==> config.mk <==
export PLATFORM = sky130hd
export DESIGN_NAME = adder_bist_ctrl
export DESIGN_NICKNAME = d
export VERILOG_FILES = /design/src/rtl/adder_bist_pkg.sv /design/src/rtl/adder_bist_cmp.sv /design/src/rtl/adder_bist_ctrl.sv
export SDC_FILE = /design/constraint.sdc
export NUM_CORES = 1
export LEC_CHECK = 0
export CORE_UTILIZATION = 40
export DETAILED_ROUTE_END_ITERATION = 12
export PLACE_DENSITY = 0.72
export SLEW_MARGIN = 20
export SYNTH_ARGS = -nofsm -noshare
export SYNTH_HDL_FRONTEND = slang
export SYNTH_SLANG_ARGS = --single-unit
==> constraint.sdc <==
create_clock -name clk -period 3 [get_ports clk]
set_clock_uncertainty 0.05 [all_clocks]
set_input_delay 0.6 -clock clk [delete_from_list [all_inputs] [get_ports clk]]
set_output_delay 0.6 -clock clk [all_outputs]
set_load 0.05 [all_outputs]
==> src/rtl/adder_bist_pkg.sv <==
// Shared types and sizing for the adder BIST controller.
// Optional stop-on-first-error build: ADDER_BIST_STOP_ON_ERR_EN.
package adder_bist_pkg;

    typedef enum logic [2:0] {
        IDLE,
        DRIVE,
        WAIT,
        CHECK,
        DONE
    } state_e;

    localparam int WIDTH_DEF = 6;
    localparam int VEC_BITS  = 2 * WIDTH_DEF;
    localparam int VEC_LAST  = (1 << VEC_BITS) - 1;
    localparam int ERR_W     = VEC_BITS + 1;

endpackage

==> src/rtl/adder_bist_cmp.sv <==
// Golden-sum checker: flags when the adder result differs from x + y.
// Pure combinational so other checkers can reuse it.
module adder_bist_cmp #(
    parameter int WIDTH = 6
) (
    input  logic [WIDTH-1:0] x,
    input  logic [WIDTH-1:0] y,
    input  logic [WIDTH-1:0] s,
    input  logic             cout,
    output logic             mismatch
);

    logic [WIDTH:0] golden;

    assign golden   = {1'b0, x} + {1'b0, y};
    assign mismatch = (golden != {cout, s});

endmodule

==> src/rtl/adder_bist_ctrl.sv <==
// Exhaustive self-test sequencer for a WIDTH-bit adder with on-chip compare.
// Define ADDER_BIST_STOP_ON_ERR_EN to halt on the first failing vector.
module adder_bist_ctrl
    import adder_bist_pkg::*;
#(
    parameter int WIDTH  = WIDTH_DEF,
    parameter int SETTLE = 1
) (
    input  logic               clk,
    input  logic               rst,
    input  logic               start,
    output logic [WIDTH-1:0]   x_out,
    output logic [WIDTH-1:0]   y_out,
    input  logic [WIDTH-1:0]   s_in,
    input  logic               cout_in,
    output logic               busy,
    output logic               done,
    output logic               pass,
    output logic [2*WIDTH:0]   err_count,
    output logic               err_valid,
    output logic [2*WIDTH-1:0] first_err_idx
);

    localparam int VB = 2 * WIDTH;
    localparam int EW = VB + 1;
    localparam logic [VB-1:0] IDX_ONE = 1;
    localparam logic [EW-1:0] ERR_ONE = 1;

    state_e          state_q, state_d;
    logic [VB-1:0]   idx_q, idx_d;
    logic [3:0]      wait_q, wait_d;
    logic [WIDTH-1:0] x_q, x_d, y_q, y_d;
    logic            busy_q, busy_d;
    logic            done_q, done_d;
    logic            pass_q, pass_d;
    logic [EW-1:0]   err_q, err_d;
    logic            errv_q, errv_d;
    logic [VB-1:0]   first_q, first_d;

    logic            mismatch;
    logic [EW-1:0]   err_nx;
    logic            stop;

    adder_bist_cmp #(.WIDTH(WIDTH)) u_cmp (
        .x        (x_q),
        .y        (y_q),
        .s        (s_in),
        .cout     (cout_in),
        .mismatch (mismatch)
    );

    always_comb begin
        state_d = state_q;
        idx_d   = idx_q;
        wait_d  = wait_q;
        x_d     = x_q;
        y_d     = y_q;
        busy_d  = busy_q;
        done_d  = done_q;
        pass_d  = pass_q;
        err_d   = err_q;
        errv_d  = errv_q;
        first_d = first_q;
        err_nx  = err_q;
        stop    = 1'b0;

        unique case (state_q)
            IDLE, DONE: begin
                if (start) begin
                    state_d = DRIVE;
                    idx_d   = '0;
                    err_d   = '0;
                    errv_d  = 1'b0;
                    first_d = '0;
                    busy_d  = 1'b1;
                    done_d  = 1'b0;
                    pass_d  = 1'b0;
                end
            end
            DRIVE: begin
                x_d     = idx_q[VB-1:WIDTH];
                y_d     = idx_q[WIDTH-1:0];
                wait_d  = 4'(SETTLE);
                state_d = (SETTLE > 0) ? WAIT : CHECK;
            end
            WAIT: begin
                wait_d = wait_q - 4'd1;
                if (wait_q <= 4'd1) begin
                    state_d = CHECK;
                end
            end
            CHECK: begin
                if (mismatch) begin
                    err_nx = (err_q == '1) ? err_q : err_q + ERR_ONE;
                    if (!errv_q) begin
                        errv_d  = 1'b1;
                        first_d = idx_q;
                    end
                end
                err_d = err_nx;
                stop  = (idx_q == '1);
`ifdef ADDER_BIST_STOP_ON_ERR_EN
                stop  = stop || mismatch;
`endif
                if (stop) begin
                    state_d = DONE;
                    busy_d  = 1'b0;
                    done_d  = 1'b1;
                    pass_d  = (err_nx == '0);
                end else begin
                    idx_d   = idx_q + IDX_ONE;
                    state_d = DRIVE;
                end
            end
            default: state_d = IDLE;
        endcase
    end

    always_ff @(posedge clk or posedge rst) begin
        if (rst) begin
            state_q <= IDLE;
            idx_q   <= '0;
            wait_q  <= '0;
            x_q     <= '0;
            y_q     <= '0;
            busy_q  <= 1'b0;
            done_q  <= 1'b0;
            pass_q  <= 1'b0;
            err_q   <= '0;
            errv_q  <= 1'b0;
            first_q <= '0;
        end else begin
            state_q <= state_d;
            idx_q   <= idx_d;
            wait_q  <= wait_d;
            x_q     <= x_d;
            y_q     <= y_d;
            busy_q  <= busy_d;
            done_q  <= done_d;
            pass_q  <= pass_d;
            err_q   <= err_d;
            errv_q  <= errv_d;
            first_q <= first_d;
        end
    end

    assign x_out         = x_q;
    assign y_out         = y_q;
    assign busy          = busy_q;
    assign done          = done_q;
    assign pass          = pass_q;
    assign err_count     = err_q;
    assign err_valid     = errv_q;
    assign first_err_idx = first_q;

endmodule

======== Yosys cells after proc, flatten, opt, wreduce, memory -nomap -nowiden ========
Cells that the tools add are included.
storage, ports and cells
  register bits ........................... 60
  input port bits ......................... 10
  output and inout port bits .............. 41
  logic and storage cells ................. 66
cells by class
  add/sub/neg operators ................... 4
  magnitude comparators ................... 1
  eq/ne operators ......................... 13
  muxes and demuxes ....................... 26
  reduce and logical (&&, ||, !) cells .... 11
operator list
  cell                     count
  $mux W13                 4
  $mux W12                 4
  $pmux W12 S2             2
  $pmux W13 S2             1
  $add A13 B1 Y13 const B  1
  $eq A13 B13 Y1 const B   1
  $logic_not A13 Y1        1
  $add A12 B1 Y12 const B  1
  $eq A12 B12 Y1 const B   1
  $ne A2 B2 Y1 const B     6
  $pmux W3 S4              1
  $mux W3                  3
  $reduce_and A3 Y1        3
  $pmux W1 S2              4
  $pmux W4 S2              1
  $add A6 B6 Y7            1
  $ne A7 B7 Y1             1
  $eq A3 B2 Y1 const B     2
  $mux W1                  6
  $le A4 B1 Y1 const B     1
  $reduce_and A2 Y1        2
  $reduce_and A4 Y1        1
  $reduce_bool A2 Y1       2
  $sub A4 B1 Y4 const B    1
  other kinds (4)          4

======== Depth between registers and ports, before layout ========
  depth in word-level cells ............... 7
  gate-level depth with buffers ........... 11
  gate-level depth less buffers ........... 10

======== Cells and area by module ========
Synthesis repeated with hierarchy kept, for this count alone.
second synthesis, totals
  cells, all modules ...................... 359
  area, all modules ....................... 3352.0 um2
by module, submodules not included
  module           times used  cells each  area each (um2)  seq. area each (um2)
  adder_bist_ctrl  1           322         3051.7           1501.4
  adder_bist_cmp   1           37          300.3            0.0

======== Least setup slack after synthesis ========
OpenSTA, ideal clock, no wires.
  path kind ............................... flip-flop to flip-flop
  start ................................... reg x_q[0], in the netlist x_out[0]
  end ..................................... reg first_q[0], in the netlist first_err_idx[0]
  library setup time ...................... 130 ps
  arrival time ............................ 2828 ps
  required time ........................... 2820 ps
  path slack .............................. -9 ps
  cell stages (with the launch flop) ...... 12
  buffers on the path ..................... 1
  clock period less this slack ............ 3009 ps
  path through ............................ dfrtp_1 ha_1 fa_1 and3_2 a2111oi_0 and3b_1 o21bai_4 nor2_2 o31ai_2 clkbuf_1 nand3_1 o21ai_0
on the way
  cells in the longest elaborated chain, start to end .. 4
ends and longest elaborated chain
  what                                line                    RTL
  start: declaration                  adder_bist_ctrl.sv:32   logic [WIDTH-1:0] x_q, x_d, y_q, y_d;
  start signal: assignment            adder_bist_ctrl.sv:124  x_q <= '0;
  start signal: assignment            adder_bist_ctrl.sv:136  x_q <= x_d;
  $add A6 B6 Y7                       adder_bist_cmp.sv:15    assign golden = {1'b0, x} + {1'b0, y};
  $ne A7 B7 Y1                        adder_bist_cmp.sv:16    assign mismatch = (golden != {cout, s});
  $ne A2 B2 Y1 (no source line)       n/a
  $reduce_and A4 Y1 (no source line)  n/a
  end signal: assignment              adder_bist_ctrl.sv:143  first_q <= first_d;
  end: declaration                    adder_bist_ctrl.sv:38   logic [VB-1:0] first_q, first_d;
No other way between the ends.
A chain may end at the register's enable or synchronous reset.

======== Worst setup path in the final report ========
  start ................................... reg x_q[0], in the netlist x_out[0]
  end ..................................... reg pass_q, in the netlist pass
on the way
  cells in the longest elaborated chain, start to end .. 7
ends and longest elaborated chain
  what                    line                    RTL
  $add A6 B6 Y7           adder_bist_cmp.sv:15
  $ne A7 B7 Y1            adder_bist_cmp.sv:16
  $mux W13                adder_bist_ctrl.sv:93   if (mismatch) begin
  $mux W13                adder_bist_ctrl.sv:67   unique case (state_q)
  $logic_not A13 Y1       adder_bist_ctrl.sv:109  pass_d = (err_nx == '0);
  $mux W1                 adder_bist_ctrl.sv:105  if (stop) begin
  $pmux W1 S2             adder_bist_ctrl.sv:67
  end signal: assignment  adder_bist_ctrl.sv:140  pass_q <= pass_d;
  end: declaration        adder_bist_ctrl.sv:35   logic pass_q, pass_d;
No other way between the ends. The select of a mux whose other input is x is not followed.

==> run summary <==
r2r endpoint -> pass
Internal Power -> 0.00177 W
setup tns final -> 0 ns
Residual DRC -> 0
sequential fraction of the synthesis area -> 44.5%
Post-Route WL -> 8.38 mm
grt met3 use -> 3.96%
die width -> 93.8 um
hold depth -> 2
GRT met1 Usage -> 27.9%
max-cap violation count -> 0
ys async rst share -> 100%
Hold Worst Slack -> 0.426 ns
Area contributors post-synth -> dfrtp_1, o21ai_0, nor2_1, mux2_2, ha_1
r2r worst-path depth -> 9
Fill cells -> 754
run status -> completed
Post-DRT Antenna Nets -> 0
die height -> 93.8 um
num ports -> 51
unrepaired setup endpoints after global routing -> false
yosys warns -> 0
largest fanout on the critical path -> 5
final std cells w/o fill -> 534
Final Hold Fails -> 0
nets -> 445
Placer Congestion -> 0.908
fin crit period -> 2.85 ns
final setup violation count -> 0
Post-synth top cells -> dfrtp_1, nor2_1, o21ai_0, nand2_1, nand3_1
grt met2 use -> 31.8%
most frequently used flop master after synthesis -> dfrtp_1
antenna violations before repair -> 0
aggregate global-route resource usage -> 20.7%
Yosys top cell area share -> 44.5%
final period utilization -> 95.1%
slew margin rel. -> 57.5%
vias per inst -> 5.55
Worst R2R Start -> x_out[0]
Syn-to-layout area delta -> 27.8%
Avg WL per Cell -> 15.7 um
Port-buffer cells -> 50
critical path endpoint category -> flop
Gate Count Post-Synth -> 365
Avg Inst Size Synth -> 9.23 sq um
Post-CTS Setup Repair Bufs -> 0
CTS sink count -> 60
first-pass GRT wire length -> 14.1 mm
total chip power -> 0.00304 W
Clock Power Share -> 24.4%
Max VDD drop -> 0.348 mV
Pwr Density -> 705 nW/um^2
synthesized cell area -> 3370 sq um
EDFF count, synth -> 0
Sequential Power Share -> 35.7%
syn_nets -> 386
1st-iter DRT viols -> 226
Min-Delay Path Class -> reg2reg
switching pwr -> 0.00127 W
actual slew at the worst max-slew pin -> 0.637 ns
# diodes -> 0
max-slew violations -> 0
placed cells -> 518
crit path to -> pass
CTS Buffer Depth -> 2
Starting Density -> 41.2%
crit start category -> flop
CTS H-tree lvls -> 3
# rows -> 33
DR pass1 iterations -> 5
Gate power share -> 39.9%
Vias -> 2,963
Worst-path clk slew -> 0.08 ns
CP Launch Point -> x_out[0]
Critical Path AT -> 3.06 ns
Req. time, crit path -> 3.21 ns
die area -> 8800 sq um
CTS Hold Bufs -> 0
CTS Root Cell -> clkbuf_8
Cell variety after synth -> 60
clock tree from TritonCTS -> done
clk_lat worst skew -> 0.35 ns
register bit total from synthesis -> 60
Sw Share -> 41.8%
DP HPWL -> 6.01 mm
grt peak-use layer -> met2
most instantiated library cell after synthesis -> dfrtp_1
Synth area leader -> dfrtp_1
largest net degree at the start of global routing -> 30
vias in the first global route -> 2,875
layout cells sized above 1 -> 14.5%
CORE AREA -> 8180 sq um
cts bufs inserted -> 9
Leakage -> 1.80 nW
reg-to-reg slack, setup -> 0.15 ns
grt ovf -> 0
fmax -> 351 MHz
Crit Path Category -> reg2reg
-- kinds of logic after synthesis --
group	share of synthesized area [%]
simple gates	20.0
mux	4.60
xor+xnor	4.94
compound gates	17.2
fa+ha+maj	4.31
buf+inv	4.42
flops	44.5
-- placed cells by master, fill, tap and decap left out, types with 4 or more instances in the layout --
cell | netlist | final
nand4_1 | 9 | 9
xnor2_1 | 7 | 7
buf_4 | 0 | 10
a21oi_1 | 18 | 17
inv_1 | 20 | 19
o31ai_1 | 4 | 4
clkinvlp_4 | 0 | 4
xor2_1 | 12 | 12
nor3_1 | 11 | 11
o21ai_0 | 33 | 32
nand2_1 | 29 | 29
nand3_1 | 22 | 22
mux2_2 | 12 | 12
a31oi_1 | 7 | 7
nor2_1 | 39 | 39
dfrtp_1 | 60 | 59
clkdlybuf4s50_1 | 0 | 50
clkbuf_8 | 2 | 9
ha_1 | 10 | 9
-- worst min path at each step --
stage             start  endpoint
2_1_floorplan  idx_q[1]  idx_q[1]
3_3_place_gp       done      done
3_5_place_dp       done      done
4_1_cts            done      done
5_1_grt            done      done
6_report           done      done
-- what timing repair did --
item                                    CTS  global route
endpoints found under the setup margin   11            15
pin swaps                                 2             2
gates resized for setup                   6             8
gates cloned                              0             0
-- layer usage --
layer	vias up	part of all wire (%)
met5	-	0
met4	0	2.5
met3	28	6.6
met2	122	46
met1	1388	44
li1	1425	-
-- power groups by stage --
stage / Combinational [W] / Sequential [W] / Clock (W)
6_report: 0.00121 / 0.00108 / 0.000742
5_1_grt: 0.00131 / 0.00111 / 0.000795
4_1_cts: 0.00119 / 0.00108 / 0.000757
3_5_place_dp: 0.00118 / 0.00110 / 0
3_3_place_gp: 0.00116 / 0.00109 / 0
2_1_floorplan: 0.000646 / 0.00125 / 0
-- worst max-delay path, cell delays in order (launching register included) --
cell and delay, ns:
dfrtp_2 0.43, ha_2 0.20, fa_2 0.53, xor2_1 0.06, nor3_1 0.23, nand4_1 0.36
o211a_4 0.38, mux2i_1 0.15, nand4_1 0.11, o31ai_1 0.26
-- metrics by stage --
| step | area, sq um | worst slack, ns | util, % |
|---|---|---|---|
| after floorplan | 3370 | 0.00763 | - |
| after global placement | 4050 | 0.0361 | 49.5 |
| after detailed placement | 4050 | -0.0692 | 49.5 |
| after CTS | 4270 | 0.0547 | 52.2 |
| after global routing | 4310 | 0.0299 | 52.7 |
| final | 4310 | 0.147 | 52.7 |
-- sequential cells by signal, indices dropped and copies added (netlist names) --
name / count
busy: 1
err_valid: 1
first_err_idx: 12
err_count: 13
pass: 1
state_q: 3
x_out: 6
idx_q: 12
y_out: 6
wait_q: 4
done: 1
-- area by class of cell --
class	count	area, sq um	area share (%)
repair buffers	62	616	14.3
clock buffers	9	124	2.88
multi-input cells	271	1780	41.4
well taps	105	131	3.05
flip-flops and latches	60	1500	34.9
clock inverters	7	77.6	1.80
inverters	20	75.1	1.74
No activity file was read; power rests on OpenSTA's default activity.
